==> src/rtl/ctrl_pkg.sv <==
// Shared definitions for the multicycle controller: opcodes, state encoding,
// immediate-extension selects and the default memory timeout.
package ctrl_pkg;

   localparam int unsigned TIMEOUT_DEFAULT = 16;

   localparam logic [5:0] OP_ALU_R = 6'h00;
   localparam logic [5:0] OP_ADDI  = 6'h01;
   localparam logic [5:0] OP_ORI   = 6'h02;
   localparam logic [5:0] OP_SLLI  = 6'h03;
   localparam logic [5:0] OP_MOVI  = 6'h04;
   localparam logic [5:0] OP_LW    = 6'h05;
   localparam logic [5:0] OP_SW    = 6'h06;
   localparam logic [5:0] OP_BEQ   = 6'h07;
   localparam logic [5:0] OP_HALT  = 6'h3F;

   localparam logic [1:0] EXT_IMM5  = 2'd0;
   localparam logic [1:0] EXT_IMM15 = 2'd1;
   localparam logic [1:0] EXT_IMM20 = 2'd2;

   typedef enum logic [2:0] {
      StIdle,
      StFetch,
      StDecode,
      StExec,
      StMem,
      StWb,
      StHalt
   } state_e;

endpackage

==> src/rtl/ctrl_decode.sv <==
// Combinational opcode lookup: extension control plus the instruction-class
// flags the sequencer needs for EXEC/MEM/WB routing.
module ctrl_decode
   import ctrl_pkg::*;
(
   input  logic [5:0] opcode,
   output logic [1:0] ext_sel,
   output logic       ext_sign_ena,
   output logic       is_mem,
   output logic       is_store,
   output logic       is_branch,
   output logic       has_wb,
   output logic       legal
);

   always_comb begin
      ext_sel      = EXT_IMM5;
      ext_sign_ena = 1'b0;
      is_mem       = 1'b0;
      is_store     = 1'b0;
      is_branch    = 1'b0;
      has_wb       = 1'b0;
      legal        = 1'b1;
      case (opcode)
         OP_ALU_R: has_wb = 1'b1;
         OP_ADDI: begin
            ext_sel      = EXT_IMM15;
            ext_sign_ena = 1'b1;
            has_wb       = 1'b1;
         end
         OP_ORI: begin
            ext_sel = EXT_IMM15;
            has_wb  = 1'b1;
         end
         OP_SLLI: begin
            ext_sel = EXT_IMM5;
            has_wb  = 1'b1;
         end
         OP_MOVI: begin
            ext_sel      = EXT_IMM20;
            ext_sign_ena = 1'b1;
            has_wb       = 1'b1;
         end
         OP_LW: begin
            ext_sel      = EXT_IMM15;
            ext_sign_ena = 1'b1;
            is_mem       = 1'b1;
            has_wb       = 1'b1;
         end
         OP_SW: begin
            ext_sel      = EXT_IMM15;
            ext_sign_ena = 1'b1;
            is_mem       = 1'b1;
            is_store     = 1'b1;
         end
         OP_BEQ: begin
            ext_sel      = EXT_IMM15;
            ext_sign_ena = 1'b1;
            is_branch    = 1'b1;
         end
         OP_HALT: ;
         default: legal = 1'b0;
      endcase
   end

endmodule

==> src/rtl/multicycle_ctrl.sv <==
// Multicycle CPU sequencer: FETCH/DECODE/EXEC/MEM/WB with bounded memory waits
// and sticky halt/illegal/bus-error status.
module multicycle_ctrl
   import ctrl_pkg::*;
#(
   parameter int unsigned TIMEOUT = TIMEOUT_DEFAULT
) (
   input  logic        clk,
   input  logic        rst,
   input  logic        start,
   input  logic [31:0] ir,
   input  logic        im_ready,
   input  logic        dm_ready,
   input  logic        zero_flag,
   output logic        im_req,
   output logic        ir_load,
   output logic        pc_inc,
   output logic        pc_branch,
   output logic        dm_req,
   output logic        dm_we,
   output logic        reg_we,
   output logic        alu_src_imm,
   output logic [1:0]  ext_sel,
   output logic        ext_sign_ena,
   output logic        halted,
   output logic        illegal,
   output logic        bus_err
);

   localparam int unsigned   CntW    = $clog2(TIMEOUT) + 1;
   localparam logic [CntW-1:0] CntLast = CntW'(TIMEOUT - 1);

   state_e          state_q, state_d;
   logic [CntW-1:0] cnt_q, cnt_d;
   logic [1:0]      ext_sel_q, ext_sel_d;
   logic            ext_sign_q, ext_sign_d;
   logic            illegal_q, illegal_d;
   logic            bus_err_q, bus_err_d;
   logic            use_imm_q, use_imm_d;
   logic            is_mem_q, is_mem_d;
   logic            is_store_q, is_store_d;
   logic            is_branch_q, is_branch_d;
   logic            has_wb_q, has_wb_d;

   logic [5:0] opcode;
   logic [1:0] dec_ext_sel;
   logic       dec_ext_sign, dec_is_mem, dec_is_store, dec_is_branch, dec_has_wb, dec_legal;
   logic       unused_ir;

   assign opcode    = ir[31:26];
   assign unused_ir = ^ir[25:0];

   ctrl_decode u_decode (
      .opcode       (opcode),
      .ext_sel      (dec_ext_sel),
      .ext_sign_ena (dec_ext_sign),
      .is_mem       (dec_is_mem),
      .is_store     (dec_is_store),
      .is_branch    (dec_is_branch),
      .has_wb       (dec_has_wb),
      .legal        (dec_legal)
   );

   always_comb begin
      state_d     = state_q;
      cnt_d       = '0;
      ext_sel_d   = ext_sel_q;
      ext_sign_d  = ext_sign_q;
      illegal_d   = illegal_q;
      bus_err_d   = bus_err_q;
      use_imm_d   = use_imm_q;
      is_mem_d    = is_mem_q;
      is_store_d  = is_store_q;
      is_branch_d = is_branch_q;
      has_wb_d    = has_wb_q;
      im_req      = 1'b0;
      ir_load     = 1'b0;
      pc_inc      = 1'b0;
      pc_branch   = 1'b0;
      dm_req      = 1'b0;
      dm_we       = 1'b0;
      reg_we      = 1'b0;
      alu_src_imm = 1'b0;

      case (state_q)
         StIdle: if (start) state_d = StFetch;
         StFetch: begin
            im_req = 1'b1;
            if (im_ready) begin
               ir_load = 1'b1;
               pc_inc  = 1'b1;
               state_d = StDecode;
            end else if (cnt_q == CntLast) begin
               state_d   = StHalt;
               bus_err_d = 1'b1;
            end else begin
               cnt_d = cnt_q + 1'b1;
            end
         end
         StDecode: begin
            if (!dec_legal) begin
               state_d   = StHalt;
               illegal_d = 1'b1;
            end else if (opcode == OP_HALT) begin
               state_d = StHalt;
            end else begin
               // ALU_R has no immediate, so the extension unit keeps its last setting
               if (opcode != OP_ALU_R) begin
                  ext_sel_d  = dec_ext_sel;
                  ext_sign_d = dec_ext_sign;
               end
               use_imm_d   = (opcode != OP_ALU_R);
               is_mem_d    = dec_is_mem;
               is_store_d  = dec_is_store;
               is_branch_d = dec_is_branch;
               has_wb_d    = dec_has_wb;
               state_d     = StExec;
            end
         end
         StExec: begin
            alu_src_imm = use_imm_q;
            if (is_branch_q) begin
               pc_branch = zero_flag;
               state_d   = StFetch;
            end else if (is_mem_q) begin
               state_d = StMem;
            end else begin
               state_d = StWb;
            end
         end
         StMem: begin
            dm_req = 1'b1;
            dm_we  = is_store_q;
            if (dm_ready) begin
               state_d = has_wb_q ? StWb : StFetch;
            end else if (cnt_q == CntLast) begin
               state_d   = StHalt;
               bus_err_d = 1'b1;
            end else begin
               cnt_d = cnt_q + 1'b1;
            end
         end
         StWb: begin
            reg_we  = 1'b1;
            state_d = StFetch;
         end
         StHalt: ;
         default: state_d = StIdle;
      endcase

      // Strobes are Mealy on state_q, so mask them while reset is being applied
      if (rst) begin
         im_req      = 1'b0;
         ir_load     = 1'b0;
         pc_inc      = 1'b0;
         pc_branch   = 1'b0;
         dm_req      = 1'b0;
         dm_we       = 1'b0;
         reg_we      = 1'b0;
         alu_src_imm = 1'b0;
      end
   end

   always_ff @(posedge clk) begin
      if (rst) begin
         state_q     <= StIdle;
         cnt_q       <= '0;
         ext_sel_q   <= EXT_IMM5;
         ext_sign_q  <= 1'b0;
         illegal_q   <= 1'b0;
         bus_err_q   <= 1'b0;
         use_imm_q   <= 1'b0;
         is_mem_q    <= 1'b0;
         is_store_q  <= 1'b0;
         is_branch_q <= 1'b0;
         has_wb_q    <= 1'b0;
      end else begin
         state_q     <= state_d;
         cnt_q       <= cnt_d;
         ext_sel_q   <= ext_sel_d;
         ext_sign_q  <= ext_sign_d;
         illegal_q   <= illegal_d;
         bus_err_q   <= bus_err_d;
         use_imm_q   <= use_imm_d;
         is_mem_q    <= is_mem_d;
         is_store_q  <= is_store_d;
         is_branch_q <= is_branch_d;
         has_wb_q    <= has_wb_d;
      end
   end

   assign ext_sel      = ext_sel_q;
   assign ext_sign_ena = ext_sign_q;
   assign halted       = (state_q == StHalt);
   assign illegal      = illegal_q;
   assign bus_err      = bus_err_q;

endmodule

==> config.mk <==
export PLATFORM = sky130hd
export DESIGN_NAME = multicycle_ctrl
export DESIGN_NICKNAME = d
export VERILOG_FILES = /design/src/rtl/ctrl_pkg.sv /design/src/rtl/ctrl_decode.sv /design/src/rtl/multicycle_ctrl.sv
export SDC_FILE = /design/constraint.sdc
export NUM_CORES = 1
export LEC_CHECK = 0
export BUFFER_PORTS_ARGS = -buffer_cell sky130_fd_sc_hd__buf_4
export CORE_UTILIZATION = 45
export CTS_BUF_LIST = sky130_fd_sc_hd__clkbuf_16
export CTS_CLUSTER_SIZE = 24
export DETAILED_ROUTE_END_ITERATION = 10
export PLACE_DENSITY_LB_ADDON = 0.12
export SLEW_MARGIN = 15
export SYNTH_ARGS = -nofsm -noshare
export SYNTH_HDL_FRONTEND = slang
export SYNTH_HIERARCHICAL = 1
export SYNTH_SLANG_ARGS = --single-unit
==> constraint.sdc <==
create_clock -name clk -period 1.45 [get_ports clk]
set_input_delay 0 -clock clk [delete_from_list [all_inputs] [get_ports clk]]
set_output_delay 0 -clock clk [all_outputs]
set_load 0.03 [all_outputs]
Word-level counts from Yosys, hierarchy flattened
Index checks and enable logic that the tools add are counted.
{"block": "totals", "ff_bits": 18, "latch_bits": 0, "ram_bits": 0, "mem_bits_ro": 0, "in_bits": 38, "out_inout_bits": 14, "word_cells": 88, "memories": 0}
{"block": "op_classes", "add_sub_neg": 1, "mul": 0, "div": 0, "order_cmp": 0, "n_eq_ne": 18, "shift": 0, "mux": 41, "bitwise": 3, "n_reduce_logical": 14}
{"operator": "two-way mux 1 bit", "n": 26}
{"operator": "equality test 6 x 3 -> 1 bit, second input constant", "n": 4}
{"operator": "two-way mux 3 bit", "n": 8}
{"operator": "case mux 3 bit (7 select lines)", "n": 1}
{"operator": "two-way mux 5 bit", "n": 3}
{"operator": "equality test 6 x 2 -> 1 bit, second input constant", "n": 2}
{"operator": "case mux 5 bit (2 select lines)", "n": 1}
{"operator": "OR reduction 5 bit", "n": 2}
{"operator": "equality test 3 bit, second input constant", "n": 3}
{"operator": "OR reduction 9 bit", "n": 1}
{"operator": "equality test 3 x 2 -> 1 bit, second input constant", "n": 2}
{"operator": "equality test 6 x 1 -> 1 bit, second input constant", "n": 1}
{"operator": "equality test 6 bit, second input constant", "n": 1}
{"operator": "zero test 6 bit", "n": 1}
{"operator": "!= test 2 bit, second input constant", "n": 3}
{"operator": "AND reduction 3 bit", "n": 2}
{"operator": "nonzero test 6 bit", "n": 1}
{"operator": "OR reduction 6 bit", "n": 1}
{"operator": "adder 5 x 1 -> 5 bit, second input constant", "n": 1}
{"operator": "equality test 5 x 4 -> 1 bit, second input constant", "n": 1}
{"operator": "case mux 2 bit (2 select lines)", "n": 1}
{"operator": "AND reduction 2 bit", "n": 2}
{"operator": "AND reduction 4 bit", "n": 1}
{"operator": "equality test 3 x 1 -> 1 bit, second input constant", "n": 1}
{"operator": "5 further kinds", "n": 7}

Logic depth before layout (Yosys ltp)
{"block": "logic_depth", "word_depth": 5, "depth_mapped": 5, "depth_no_buf": 5}

Hierarchy
The synthesis kept the hierarchy.
{"module": "multicycle_ctrl", "instances": 1, "cells_each": 107, "area_per_inst_um2": 937.1, "seq_area_each_um2": 360.3}
{"module": "ctrl_decode", "instances": 1, "cells_each": 16, "area_per_inst_um2": 108.9, "seq_area_each_um2": 0.0}

Least setup slack after synthesis
OpenSTA, ideal clock, no wires.
{"block": "synth_timing", "path_kind": "reg2out", "from": "register state_q[2]", "to": "output pc_inc", "arrival_time_ns": 1.953, "required_time_ns": 1.450, "slack_ns": -0.503, "path_stages_with_launch": 6, "path_cell_list": "dfxtp_1 > buf_4 > nand2b_1 > nor3_1 > and2_1 > buf_4"}
{"block": "synth_between", "elab_chain_cells": 3}
{"element": "start, declared", "line_no": "multicycle_ctrl.sv:33", "rtl": "state_e state_q, state_d;"}
{"element": "start signal, assigned", "line_no": "multicycle_ctrl.sv:166", "rtl": "state_q <= StIdle;"}
{"element": "start signal, assigned", "line_no": "multicycle_ctrl.sv:178", "rtl": "state_q <= state_d;"}
{"element": "equality test 3 x 1 -> 1 bit"}
{"element": "two-way mux 1 bit (2 in a row)"}
{"element": "end, declared", "line_no": "multicycle_ctrl.sv:17", "rtl": "output logic pc_inc,"}
No other way between the ends.

Worst setup path in the final report
{"block": "layout_timing", "from": "register state_q[2]", "to": "output pc_branch"}
{"block": "layout_between", "elab_chain_cells": 3}
{"element": "equality test 3 x 2 -> 1 bit", "line_no": "multicycle_ctrl.sv:85", "rtl": "case (state_q)"}
{"element": "two-way mux 1 bit", "line_no": "multicycle_ctrl.sv:85"}
{"element": "two-way mux 1 bit", "line_no": "multicycle_ctrl.sv:152", "rtl": "if (rst) begin"}
{"element": "end, declared", "line_no": "multicycle_ctrl.sv:18", "rtl": "output logic pc_branch,"}
No other way between the ends.

==> out/metrics.yaml <==
wl_mm: 2.30
dr.pass1.iters: 4
slew_headroom_pct: 66.3
cpMostUsedCell: "buf_4"
synth_edf_count: 0
vdd_drop_max_uv: 854
gp_congestion: 0.782
core-area_mm2: 0.00219
port_buffers: 25
critical_path_class: "reg -> out"
hold_slack_ns: 0.0496
crit_required_ns: 1.45
power_density_mw_per_mm2: 1250
tritoncts: "built"
period_minus_slack_ns: 1.38
syn_area_mm2: 0.00105
hold_viol_final: 0
antennaDiodeCount: 0
drv_cap: 0
wl_per_cell_um: 12.5
timing.setup.tns_ns: 0
insertion_delay_ns: 0.24
place_inst: 181
path_buf_inv: 2
hold_depth: 3
htree_num_levels: 1
clk_pin_slew_ns: 0.05
r2r_setup_slack_ns: 0.09
min-delay-start: "start"
largest_reg_flops: 5
hp-class: "in -> reg"
worst-r2r-cell-count: 4
dieArea_mm2: 0.00252
path_delay_family: "simple AND/OR/NAND/NOR gates"
synth_top_cells_by_count: "nor2_1 (19), dfxtp_1 (18), nand2b_1 (8), mux2i_1 (7), nor3_1 (7)"
ys_seq_area_share_pct: 34.4
min_to: "state_q[0]$_SDFFE_PP0P_"
die_y_um: 50.2
grt_pass1_vias: 946
rr_startpoint: "cnt_q[0]$_SDFF_PP0_"
die_w_um: 50.2
top_register: "cnt_q"
cts.sinks: 18
syn_avg_cell_area_um2: 8.50
reg2reg_to: "state_q[1]$_SDFFE_PP0P_"
drive_gt1_share_pct: 34.0
vias: 1008
cp_num_cells: 5
num_rows: 17
setup_viol: 0
cp_max_fo: 5
ys_ff_latch: 18
syn_inst: 123
rsz0062_at_grt: "no"
fin_util_pct: 65.2
initial_core_util_pct: 47.7
syn_nets: 162
skew_ns: 0.000869
area_delta_synth_final_pct: 36.6
grtUsageTotal_pct: 20.4
drv_slew: 0
cp_cell_sequence: "buf_4 -> nand2b_4 -> nor2_4 -> and4_1 -> buf_4"
yosys_warnings: 6
yosysMostFrequentCell: "nor2_1"
ys_types: 42
timing.final.ws_setup_ns: 0.0742
grt_max_degree: 20
grt_pass1_wl_mm: 3.90
arrival_ns: 1.38
post-place-ws_ns: -0.0403
slowest_delay_ns: 0.34
leakage_uw: 0.000632
grt_antenna_before_repair: 0
globalRouteOverflowTotal: 0
tightest_slew_ns: 0.501
post-dp-hpwl_mm: 1.78
synth-main-ff-cell: "dfxtp_1"
status: "complete, no violations"
clock_path_buffers: 2
drc: 0
vias_per_cell: 5.48
synth_area_leaders: "dfxtp_1 (34%), nor2_1 (6.8%), mux2i_1 (6.7%)"
start_kind: "register"
instances_no_fill: 184
cp-end-kind: "primary output"
numCtsBuffers: 3
finalNetCount: 197
synth_top_area_share_pct: 34.4
drtIter0Drc: 27
synthArstFlopShare_pct: 0
clock-root-buffer: "clkbuf_16"
cp_slowest_cell: "dfxtp_1"
final_antenna_net_count: 0
fmax_mhz: 727
yosysTopAreaCell: "dfxtp_1"
ioPinCount: 52
fin_crit_sh_pct: 94.9
-- power breakdown --
part / leakage, uW / internal [uW] / switching, uW / total (uW)
registers: 0.000146 / 544 / 34.4 / 578
logic: 0.000450 / 287 / 385 / 672
clock network: 0.0000370 / 362 / 175 / 537
-- worst max path at each step --
| stage | startpoint | endpoint |
|---|---|---|
| after detailed placement | ir[31] | ext_sel[0]$_SDFFE_PP0P_ |
| final | state_q[2]$_SDFFE_PP0P_ | pc_branch |
| after global placement | ir[31] | ext_sel[1]$_SDFFE_PP0P_ |
| after CTS | state_q[2]$_SDFFE_PP0P_ | pc_branch |
| after floorplan | state_q[2]$_SDFFE_PP0P_ | pc_inc |
| after global routing | cnt_q[0]$_SDFF_PP0_ | state_q[1]$_SDFFE_PP0P_ |
-- worst reg2reg max path, delay by kind of cell (launching register included) --
kind / cells / cell delay, ns
DFF: 1 / 0.35
AOI/OAI and AO/OA: 1 / 0.21
and+or+nand+nor: 2 / 0.50
adders and majority gates: 1 / 0.21
-- logic make-up after synthesis --
logic type | count (synthesis) | synth area share (%)
AND/OR/NAND/NOR | 63 | 33.5
flip-flops | 18 | 34.5
buffers and inverters | 9 | 4.07
XOR/XNOR | 3 | 2.51
multiplexers | 7 | 6.70
AO/OA/AOI/OAI | 22 | 17.6
adder cells (fa/ha/maj) | 1 | 1.20
-- layer usage --
metal  up-vias  GRT usage (%)  wire length [um]
li1        511              -                 -
met1       473           23.8              1060
met2        20           35.3              1150
met3         4           4.55                73
met4         0           8.57                20
met5         -              0                 0
-- final cells by class --
| type | count | area, um^2 |
|---|---|---|
| Inverter | 3 | 11.3 |
| Fill cell | 198 | 762 |
| Clock buffer | 3 | 75.1 |
| Sequential cell | 18 | 360 |
| Multi-Input combinational cell | 96 | 673 |
| Timing Repair Buffer | 36 | 274 |
| Tap cell | 28 | 35.0 |
-- through the flow --
stage	cell area [um^2]	power, uW
after floorplan	1060	1020
after global placement	1330	1200
after detailed placement	1330	1210
after CTS	1410	1750
after global routing	1430	1890
final	1430	1790
-- cell usage in the layout, fill, tap and decap left out, types with 3 or more instances in the layout --
cell type   n
buf_4      35
nand2_1     5
nor3_1      6
nand2b_1    7
clkbuf_16   3
nor2b_1     3
dfxtp_1    18
mux2i_1     7
o21ai_0     4
a21oi_1     4
and3_1      4
nor2_1     18
-- repair_timing --
| action | in CTS | in global routing |
|---|---|---|
| hold buffers | 0 | 0 |
| endpoints found under the setup margin | 1 | 3 |
| gates cloned | 0 | 0 |
| buffers inserted | 0 | 0 |
| gates resized for setup | 1 | 4 |
| pin swaps | 0 | 1 |
Note: power is estimated with default switching activity, not from simulation.
